**config.mk**
```make
export PLATFORM = sky130hd
export DESIGN_NAME = uart_tx_param_flat
export DESIGN_NICKNAME = d
export VERILOG_FILES = /design/src/rtl/uart_tx_param_if.sv /design/src/rtl/uart_tx_param.sv /design/src/flat_wrapper.sv
export SDC_FILE = /design/constraint.sdc
export NUM_CORES = 1
export LEC_CHECK = 0
export CORE_MARGIN = 2
export CORE_UTILIZATION = 55
export CTS_CLUSTER_SIZE = 28
export DETAILED_ROUTE_END_ITERATION = 8
export DONT_BUFFER_PORTS = 1
export PLACE_DENSITY = 0.7
export SYNTH_ARGS = -nofsm -noshare
export SYNTH_HDL_FRONTEND = slang
export SYNTH_SLANG_ARGS = --single-unit
export TNS_END_PERCENT = 5
```
**constraint.sdc**
```tcl
create_clock -name clock -period 5.7 [get_ports clock]
set_input_delay 1.71 -clock clock [delete_from_list [all_inputs] [get_ports clock]]
set_output_delay 1.71 -clock clock [all_outputs]
set_load 0.02 [all_outputs]
```
**src/rtl/uart_tx_param_if.sv**
```systemverilog
// uart_tx_param_if
//   Word handshake between a producer and the parametrised UART transmitter.
//   The producer presents a word on data with valid; the transmitter raises
//   ready while it can take a word. A transfer happens on the rising clock
//   edge where valid && ready.
// Signals
//   data   producer -> transmitter  DATA_BITS  word to send
//   valid  producer -> transmitter  1          data holds a word
//   ready  transmitter -> producer  1          transmitter is idle
// Modports
//   master  producer side (drives data/valid, observes ready)
//   slave   transmitter side (observes data/valid, drives ready)
interface uart_tx_param_if #(
  parameter int DATA_BITS = 8
) ();

  logic [DATA_BITS-1:0] data;
  logic                 valid;
  logic                 ready;

  modport master (
    output data,
    output valid,
    input  ready
  );

  modport slave (
    input  data,
    input  valid,
    output ready
  );

endinterface

```
**src/rtl/uart_tx_param.sv**
```systemverilog
// uart_tx_param
//   Parametrised UART transmitter. Takes one word per valid/ready transfer and
//   serialises it LSB first onto TxD as: start bit (0), DATA_BITS data bits,
//   an optional parity bit, then STOP_BITS stop bits (1). Every bit is held
//   for CLKS_PER_BIT = CLK_FREQ / BAUD clock cycles. The line idles high.
// Parameters
//   CLK_FREQ   input clock frequency in Hz
//   BAUD       line rate in bit/s
//   DATA_BITS  data bits per frame (5..9)
//   PARITY     0 = none, 1 = odd, 2 = even
//   STOP_BITS  1 or 2
// Ports
//   clock  in   single clock domain
//   reset  in   synchronous, active-high; abandons any frame in progress
//   bus    slave side of uart_tx_param_if (data, valid in; ready out)
//   TxD    out  serial line, idle high
//   busy   out  frame in progress (inverse of ready)
//   done   out  one-cycle pulse in the last cycle of the last stop bit
module uart_tx_param #(
  parameter int CLK_FREQ  = 100_000_000,
  parameter int BAUD      = 9600,
  parameter int DATA_BITS = 8,
  parameter int PARITY    = 0,
  parameter int STOP_BITS = 1
) (
  input  logic           clock,
  input  logic           reset,
  uart_tx_param_if.slave bus,
  output logic           TxD,
  output logic           busy,
  output logic           done
);

  localparam int CLKS_PER_BIT = CLK_FREQ / BAUD;
  // A divisor of 1 would give $clog2 == 0; keep at least one counter bit.
  localparam int BAUD_W = (CLKS_PER_BIT > 1) ? $clog2(CLKS_PER_BIT) : 1;
  localparam logic [BAUD_W-1:0] BAUD_LAST = BAUD_W'(CLKS_PER_BIT - 1);
  localparam logic [3:0] DATA_LAST = 4'(DATA_BITS - 1);
  localparam logic [3:0] STOP_LAST = 4'(STOP_BITS - 1);
  localparam bit HAS_PARITY = (PARITY != 0);

  typedef enum logic [2:0] {
    S_IDLE,
    S_START,
    S_DATA,
    S_PARITY,
    S_STOP
  } state_e;

  state_e               state_q, state_d;
  logic [BAUD_W-1:0]    baud_cnt_q, baud_cnt_d;
  logic [3:0]           bit_cnt_q, bit_cnt_d;
  logic [DATA_BITS-1:0] shift_q, shift_d;
  logic                 parity_q, parity_d;

  logic ready;
  logic accept;
  logic bit_end;
  logic data_last;
  logic stop_last;

  assign accept    = bus.valid && ready;
  assign bit_end   = (baud_cnt_q == BAUD_LAST);
  assign data_last = (bit_cnt_q == DATA_LAST);
  assign stop_last = (bit_cnt_q == STOP_LAST);

  assign bus.ready = ready;
  assign busy      = ~ready;

  // State and datapath registers; reset returns everything to idle at once.
  always_ff @(posedge clock) begin
    if (reset) begin
      state_q    <= S_IDLE;
      baud_cnt_q <= '0;
      bit_cnt_q  <= '0;
      shift_q    <= '0;
      parity_q   <= 1'b0;
    end else begin
      state_q    <= state_d;
      baud_cnt_q <= baud_cnt_d;
      bit_cnt_q  <= bit_cnt_d;
      shift_q    <= shift_d;
      parity_q   <= parity_d;
    end
  end

  // Next-state logic: each non-idle state lasts whole bit times, and DATA and
  // STOP repeat until the bit counter reaches their last bit.
  always_comb begin
    state_d = state_q;
    case (state_q)
      S_IDLE: begin
        if (accept) state_d = S_START;
      end
      S_START: begin
        if (bit_end) state_d = S_DATA;
      end
      S_DATA: begin
        if (bit_end && data_last) state_d = HAS_PARITY ? S_PARITY : S_STOP;
      end
      S_PARITY: begin
        if (bit_end) state_d = S_STOP;
      end
      S_STOP: begin
        if (bit_end && stop_last) state_d = S_IDLE;
      end
      default: state_d = S_IDLE;
    endcase
  end

  // Datapath: the word and its parity are captured only on the accept cycle,
  // so later activity on data/valid cannot disturb the frame. The baud counter
  // is held at 0 in idle, so the start bit begins on the cycle after accept.
  always_comb begin
    baud_cnt_d = baud_cnt_q;
    bit_cnt_d  = bit_cnt_q;
    shift_d    = shift_q;
    parity_d   = parity_q;
    case (state_q)
      S_IDLE: begin
        baud_cnt_d = '0;
        bit_cnt_d  = '0;
        if (accept) begin
          shift_d  = bus.data;
          parity_d = (PARITY == 1) ? ~(^bus.data) : ^bus.data;
        end
      end
      S_START, S_PARITY: begin
        baud_cnt_d = bit_end ? '0 : baud_cnt_q + BAUD_W'(1);
      end
      S_DATA: begin
        baud_cnt_d = bit_end ? '0 : baud_cnt_q + BAUD_W'(1);
        if (bit_end) begin
          shift_d   = shift_q >> 1;
          bit_cnt_d = data_last ? 4'd0 : bit_cnt_q + 4'd1;
        end
      end
      S_STOP: begin
        baud_cnt_d = bit_end ? '0 : baud_cnt_q + BAUD_W'(1);
        if (bit_end) begin
          bit_cnt_d = stop_last ? 4'd0 : bit_cnt_q + 4'd1;
        end
      end
      default: begin
        baud_cnt_d = '0;
        bit_cnt_d  = '0;
      end
    endcase
  end

  // Outputs are decoded from registered state only, so TxD cannot glitch on
  // input activity.
  always_comb begin
    TxD   = 1'b1;
    ready = 1'b0;
    done  = 1'b0;
    case (state_q)
      S_IDLE:   ready = 1'b1;
      S_START:  TxD   = 1'b0;
      S_DATA:   TxD   = shift_q[0];
      S_PARITY: TxD   = parity_q;
      S_STOP:   done  = bit_end && stop_last;
      default:  ready = 1'b0;
    endcase
  end

endmodule
```
**src/flat_wrapper.sv**
```systemverilog
// flat-port wrapper written by rule: the top's interface ports become plain ports
module uart_tx_param_flat 
#(
  parameter int CLK_FREQ  = 100_000_000,
  parameter int BAUD      = 9600,
  parameter int DATA_BITS = 8,
  parameter int PARITY    = 0,
  parameter int STOP_BITS = 1
)
  (clock, reset, TxD, busy, done, bus_data, bus_valid, bus_ready);
  uart_tx_param_if #(.DATA_BITS(DATA_BITS)) bus_i ();
  input  logic clock;
  input  logic reset;
  output logic TxD;
  output logic busy;
  output logic done;
  input wire logic [$bits(bus_i.data)-1:0] bus_data;
  input wire logic [$bits(bus_i.valid)-1:0] bus_valid;
  output wire logic [$bits(bus_i.ready)-1:0] bus_ready;
  assign bus_i.data = bus_data;
  assign bus_i.valid = bus_valid;
  assign bus_ready = bus_i.ready;
  uart_tx_param #(.CLK_FREQ(CLK_FREQ), .BAUD(BAUD), .DATA_BITS(DATA_BITS), .PARITY(PARITY), .STOP_BITS(STOP_BITS)) u_core (.clock(clock), .reset(reset), .bus(bus_i), .TxD(TxD), .busy(busy), .done(done));
endmodule
```
[Yosys cells after proc, flatten, opt, wreduce, memory -nomap -nowiden]
Index checks and enable logic that the tools add are counted.
Operators by class
  reductions and logical operators: 14
  bitwise gates (word level): 3
  multiplexer cells: 17
  $add $sub $neg: 2
  eq/ne operators: 13
Operators with widths (count)
  4-bit two-way mux: 4
  8-bit two-way mux: 2
  8-bit case mux with 2 select lines: 1
  3-bit two-way mux: 5
  3-bit case mux with 5 select lines: 1
  14-bit by 1-bit adder with 14-bit output, second input constant: 1
  14-bit equality test, second input constant: 1
  2-bit by 1-bit != test with 1-bit output, second input constant: 7
  4-bit case mux with 3 select lines: 1
  8-bit parity: 1
  3-bit by 2-bit equality test with 1-bit output, second input constant: 2
  3-bit AND reduction: 2
  5-bit AND reduction: 1
  4-bit by 1-bit adder with 4-bit output, second input constant: 1
  4-bit by 3-bit equality test with 1-bit output, second input constant: 1
  4-bit zero test: 1
  4-bit OR reduction: 1
  3-bit by 1-bit equality test with 1-bit output, second input constant: 1
  3-bit equality test, second input constant: 1
  1-bit logical AND: 3
  3-bit zero test: 1
  1-bit inverter: 3
  1-bit case mux with 3 select lines: 1
  3-bit OR reduction: 1
  4 further kinds: 5
Word-level totals
  input port bits: 11
  bits in registers: 30
  word-level logic and storage cells: 54

[Longest topological paths before layout]
  depth in word-level cells: 5
  mapped depth: 7
  mapped depth without buffers: 7

[Worst setup path after synthesis]
OpenSTA, ideal clock, no wires.
  kind: reg-to-output
  start: reg u_core.baud_cnt_q[0]
  end: out done
  path slack: 2.340 ns
  cell stages (with the launch flop): 6
  required time: 3.990 ns
  data arrival time: 1.650 ns
  buffers on the path: 0
  cells stage by stage: dfxtp_1 -> ha_1 -> and4_1 -> nand4_1 -> or4_1 -> nor2_1
Between the ends
  cells in the longest elaborated chain, start to end: 3
RTL lines
  from (decl): RTL line uart_tx_param.sv:51  | logic [BAUD_W-1:0] baud_cnt_q, baud_cnt_d;
  from (signal assigned): RTL line uart_tx_param.sv:80  | baud_cnt_q <= baud_cnt_d;
  14-bit equality test: RTL line uart_tx_param.sv:63  | assign bit_end = (baud_cnt_q == BAUD_LAST);
  1-bit logical AND: RTL line uart_tx_param.sv:162  | S_STOP: done = bit_end && stop_last;
  1-bit two-way mux: RTL line uart_tx_param.sv:157  | case (state_q)
  to (decl): RTL line flat_wrapper.sv:16  | output logic done;
Every way passes these cells.

[Worst setup path in the final report]
Same ends and word-level chain as after synthesis.

==> flow_summary.yaml <==
worst_hold_path:
  hp-class: "reg -> reg"
finish:
  diodes: 0
  syn2layout_area_growth_pct: 2.80
  final_cell_mix: "dfxtp_1 (30), nor2_1 (26), xor2_1 (13), nand2_1 (11), mux2i_1 (9)"
  fin_nets: 188
  drive_above_1_share_pct: 9.71
  final_common_cell: "dfxtp_1"
  nFillCells: 262
clock_network:
  clock_latency_ns: 0.33
  numClockSinks: 30
  post_cts_buffers: 0
  cts_inserted_buffers: 5
  ctsResizeCount: 0
  cts_root_buffer: "clkbuf_4"
  clk_pin_slew_ns: 0.08
  cts_tree: "yes"
  max-clock-path-buffers: 2
  h-tree-depth: 2
  postCtsHoldBufs: 0
sta:
  finClkSkew_ns: 0.00943
  period_share_pct: 68.0
  hold_violations: 0
  fin_tns_setup_ns: 0
  maxSlewViolCount: 0
  timing.fmax_ghz: 0.258
  period_minus_slack_ns: 3.88
  slew_headroom_pct: 58.5
  fin_ws_ns: 1.82
  worst_slew_pin_slew_ns: 0.622
  holdWs_ns: 0.473
  rsz0062_at_grt: "no"
  setup_viol: 0
yosys:
  syn_inst: 175
  ys_seq_area_share_pct: 38.3
  syn_nets: 189
  syn_area_per_cell_sq_um: 8.95
  synth_top_family_by_area: "simple AND/OR/NAND/NOR gates"
  synthSimpleGateAreaFrac_pct: 24.0
  netlist_area_sq_mm: 0.00157
  synth_xor_area_share_pct: 11.7
  yosysUniqueCellTypes: 42
  yosysWarnings: 0
  synthAdderAreaFrac_pct: 2.40
  synth_compound_area_share_pct: 12.6
  synth_mux_area_share_pct: 5.75
  synth_seq_cells: 30
die:
  core_sq_mm: 0.00273
  rows: 19
  dieHeight_microns: 57.4
  io_pins: 15
  die_area_sq_mm: 0.00329
  initial_utilization_pct: 57.3
  die_x_microns: 57.4
placed_design:
  post-place-ws_ns: 2.17
  place_congestion: 0.803
  place.port_buffers: 0
  dp_hpwl_microns: 2040
power_and_ir_drop:
  p_leak_uw: 0.000629
  intPower_uw: 311
  irDropWorstVdd_v: 0.000238
  switching_share_pct: 28.9
  comb_power_share_pct: 17.1
  power_density_mw_per_mm2: 272
  pwr-share-clk_pct: 29.9
  seqPwrFrac_pct: 52.9
  switching_power_uw: 126
grt:
  antenna_found_initial: 0
  grt_max_degree: 18
  grt_use_total_pct: 19.9
  grt-ovfl-total: 0
  grt_pass1_vias: 1184
  grt_pass1_wl_microns: 4940
setup_path:
  critPathKind: "reg -> out"
  rrSetupSlack_ns: 3.44
  critPathLaunchType: "register"
  crit_arrival_ns: 2.17
  crit_fanout: 4
  cp_data_required_time_ns: 3.99
  crit_path_end_kind: "output port"
route:
  wl_met2_microns: 1430
  wl_met1_microns: 1200
  avgRoutedWirePerCell_microns: 13.6
  drt_iter0_drc: 61
  routed-wl-met3_microns: 133
  vias: 1182
  detail-route-antenna-nets: 0
  dr.pass1.iters: 4
  wl_microns: 2800
  drcViolationCount: 0
  vias_per_cell: 5.74
  routed.top_layer: "met4"
job:
  maxCapViolCount: 0
outcome:
  status: "completed"
## state kept, by name, indices dropped and copies added, names as in the netlist
| name | cells |
|---|---|
| u_core.bit_cnt_q | 4 |
| u_core.parity_q | 1 |
| u_core.baud_cnt_q | 14 |
| u_core.state_q | 3 |
| u_core.shift_q | 8 |
## power by group through the flow
stage	registers [uW]	clock network, uW	logic [uW]
after CTS	232	138	75.9
final	232	131	75.1
after global placement	236	0	73.4
after detailed placement	237	0	75.2
after floorplan	232	0	74.8
after global routing	234	145	84.2
## worst max-delay path, stage by stage, from the launching register on
cell and delay (ns):
dfxtp_1 0.37, ha_1 0.22, and4_1 0.24, nand4_1 0.19, or4_1 0.48, nor2_1 0.34
## routing by layer
layer,GRT usage (%),up-vias
li1,-,604
met1,21.5,554
met2,35.1,20
met3,7.03,4
met4,7.97,0
met5,0,-
## kinds of logic (layout without fill, tap and decap cells)
family          count (synthesis)  in the layout
buf+inv                        15             15
fa+ha+maj                       3              3
flops                          30             30
mux                             9              9
xor+xnor                       21             21
compound gates                 26             26
simple gates                   71             71
## final cells by class
cell class	count	area, sq um	area share [%]
Multi-Input combinational cell	130	885	54.9
Sequential cell	30	601	37.3
Clock buffer	7	55.1	3.42
Tap cell	31	38.8	2.41
Inverter	7	26.3	1.63
Clock inverter	1	5.00	0.311
## stage by stage
| stage | cells | total power, uW | instance area, sq um | utilization [%] |
|---|---|---|---|---|
| after CTS | 206 | 446 | 1610 | 58.9 |
| after global placement | 198 | 309 | 1550 | 56.7 |
| final | 206 | 438 | 1610 | 58.9 |
| after detailed placement | 198 | 312 | 1550 | 56.7 |
| after global routing | 206 | 463 | 1610 | 58.9 |
| after floorplan | 175 | 307 | 1570 | - |
## cells in the mapped netlist
cell type / n / area share (%)
xor2_1: 13 / 7.3
clkbuf_1: 3 / 0.72
or3b_1: 1 / 0.56
a31oi_1: 2 / 0.80
nor2b_1: 2 / 0.80
o211ai_1: 1 / 0.48
nor3b_1: 3 / 1.4
nor4b_2: 1 / 0.96
a21oi_1: 8 / 2.6
and4_2: 1 / 0.64
nand4_1: 3 / 1.2
and3_2: 1 / 0.48
nor2_2: 1 / 0.40
nand2b_1: 4 / 1.6
buf_6: 3 / 2.2
a311o_1: 1 / 0.64
and3_1: 2 / 0.80
nor3_1: 1 / 0.32
o21ai_2: 1 / 0.56
or3_1: 1 / 0.40
nor2_1: 26 / 6.2
o21bai_1: 1 / 0.48
ha_1: 3 / 2.4
nor3_2: 1 / 0.64
a2111o_1: 1 / 0.72
mux2i_1: 9 / 5.8
a211oi_1: 4 / 1.9
a211oi_2: 3 / 2.4
dfxtp_1: 30 / 38
xnor2_1: 8 / 4.5
o21ai_0: 1 / 0.32
or4_1: 1 / 0.48
and4_1: 2 / 1.1
nand2_1: 11 / 2.6
o311ai_0: 1 / 0.56
a21oi_2: 1 / 0.56
o311a_1: 1 / 0.64
and2_1: 2 / 0.80
nand3_1: 6 / 1.9
nand4b_1: 1 / 0.56
buf_2: 2 / 0.64
inv_1: 7 / 1.7
## path summary, 6_finish.rpt
path,depth (start not counted),from,endpoint
worst max register to register,4,u_core.state_q[1],u_core.shift_q[3]
worst min register to register,1,u_core.baud_cnt_q[0],u_core.baud_cnt_q[0]
worst min-delay path,1,u_core.baud_cnt_q[0],u_core.baud_cnt_q[0]
worst max-delay path,5,u_core.baud_cnt_q[0],done
Note: power is estimated with default switching activity, not from simulation.
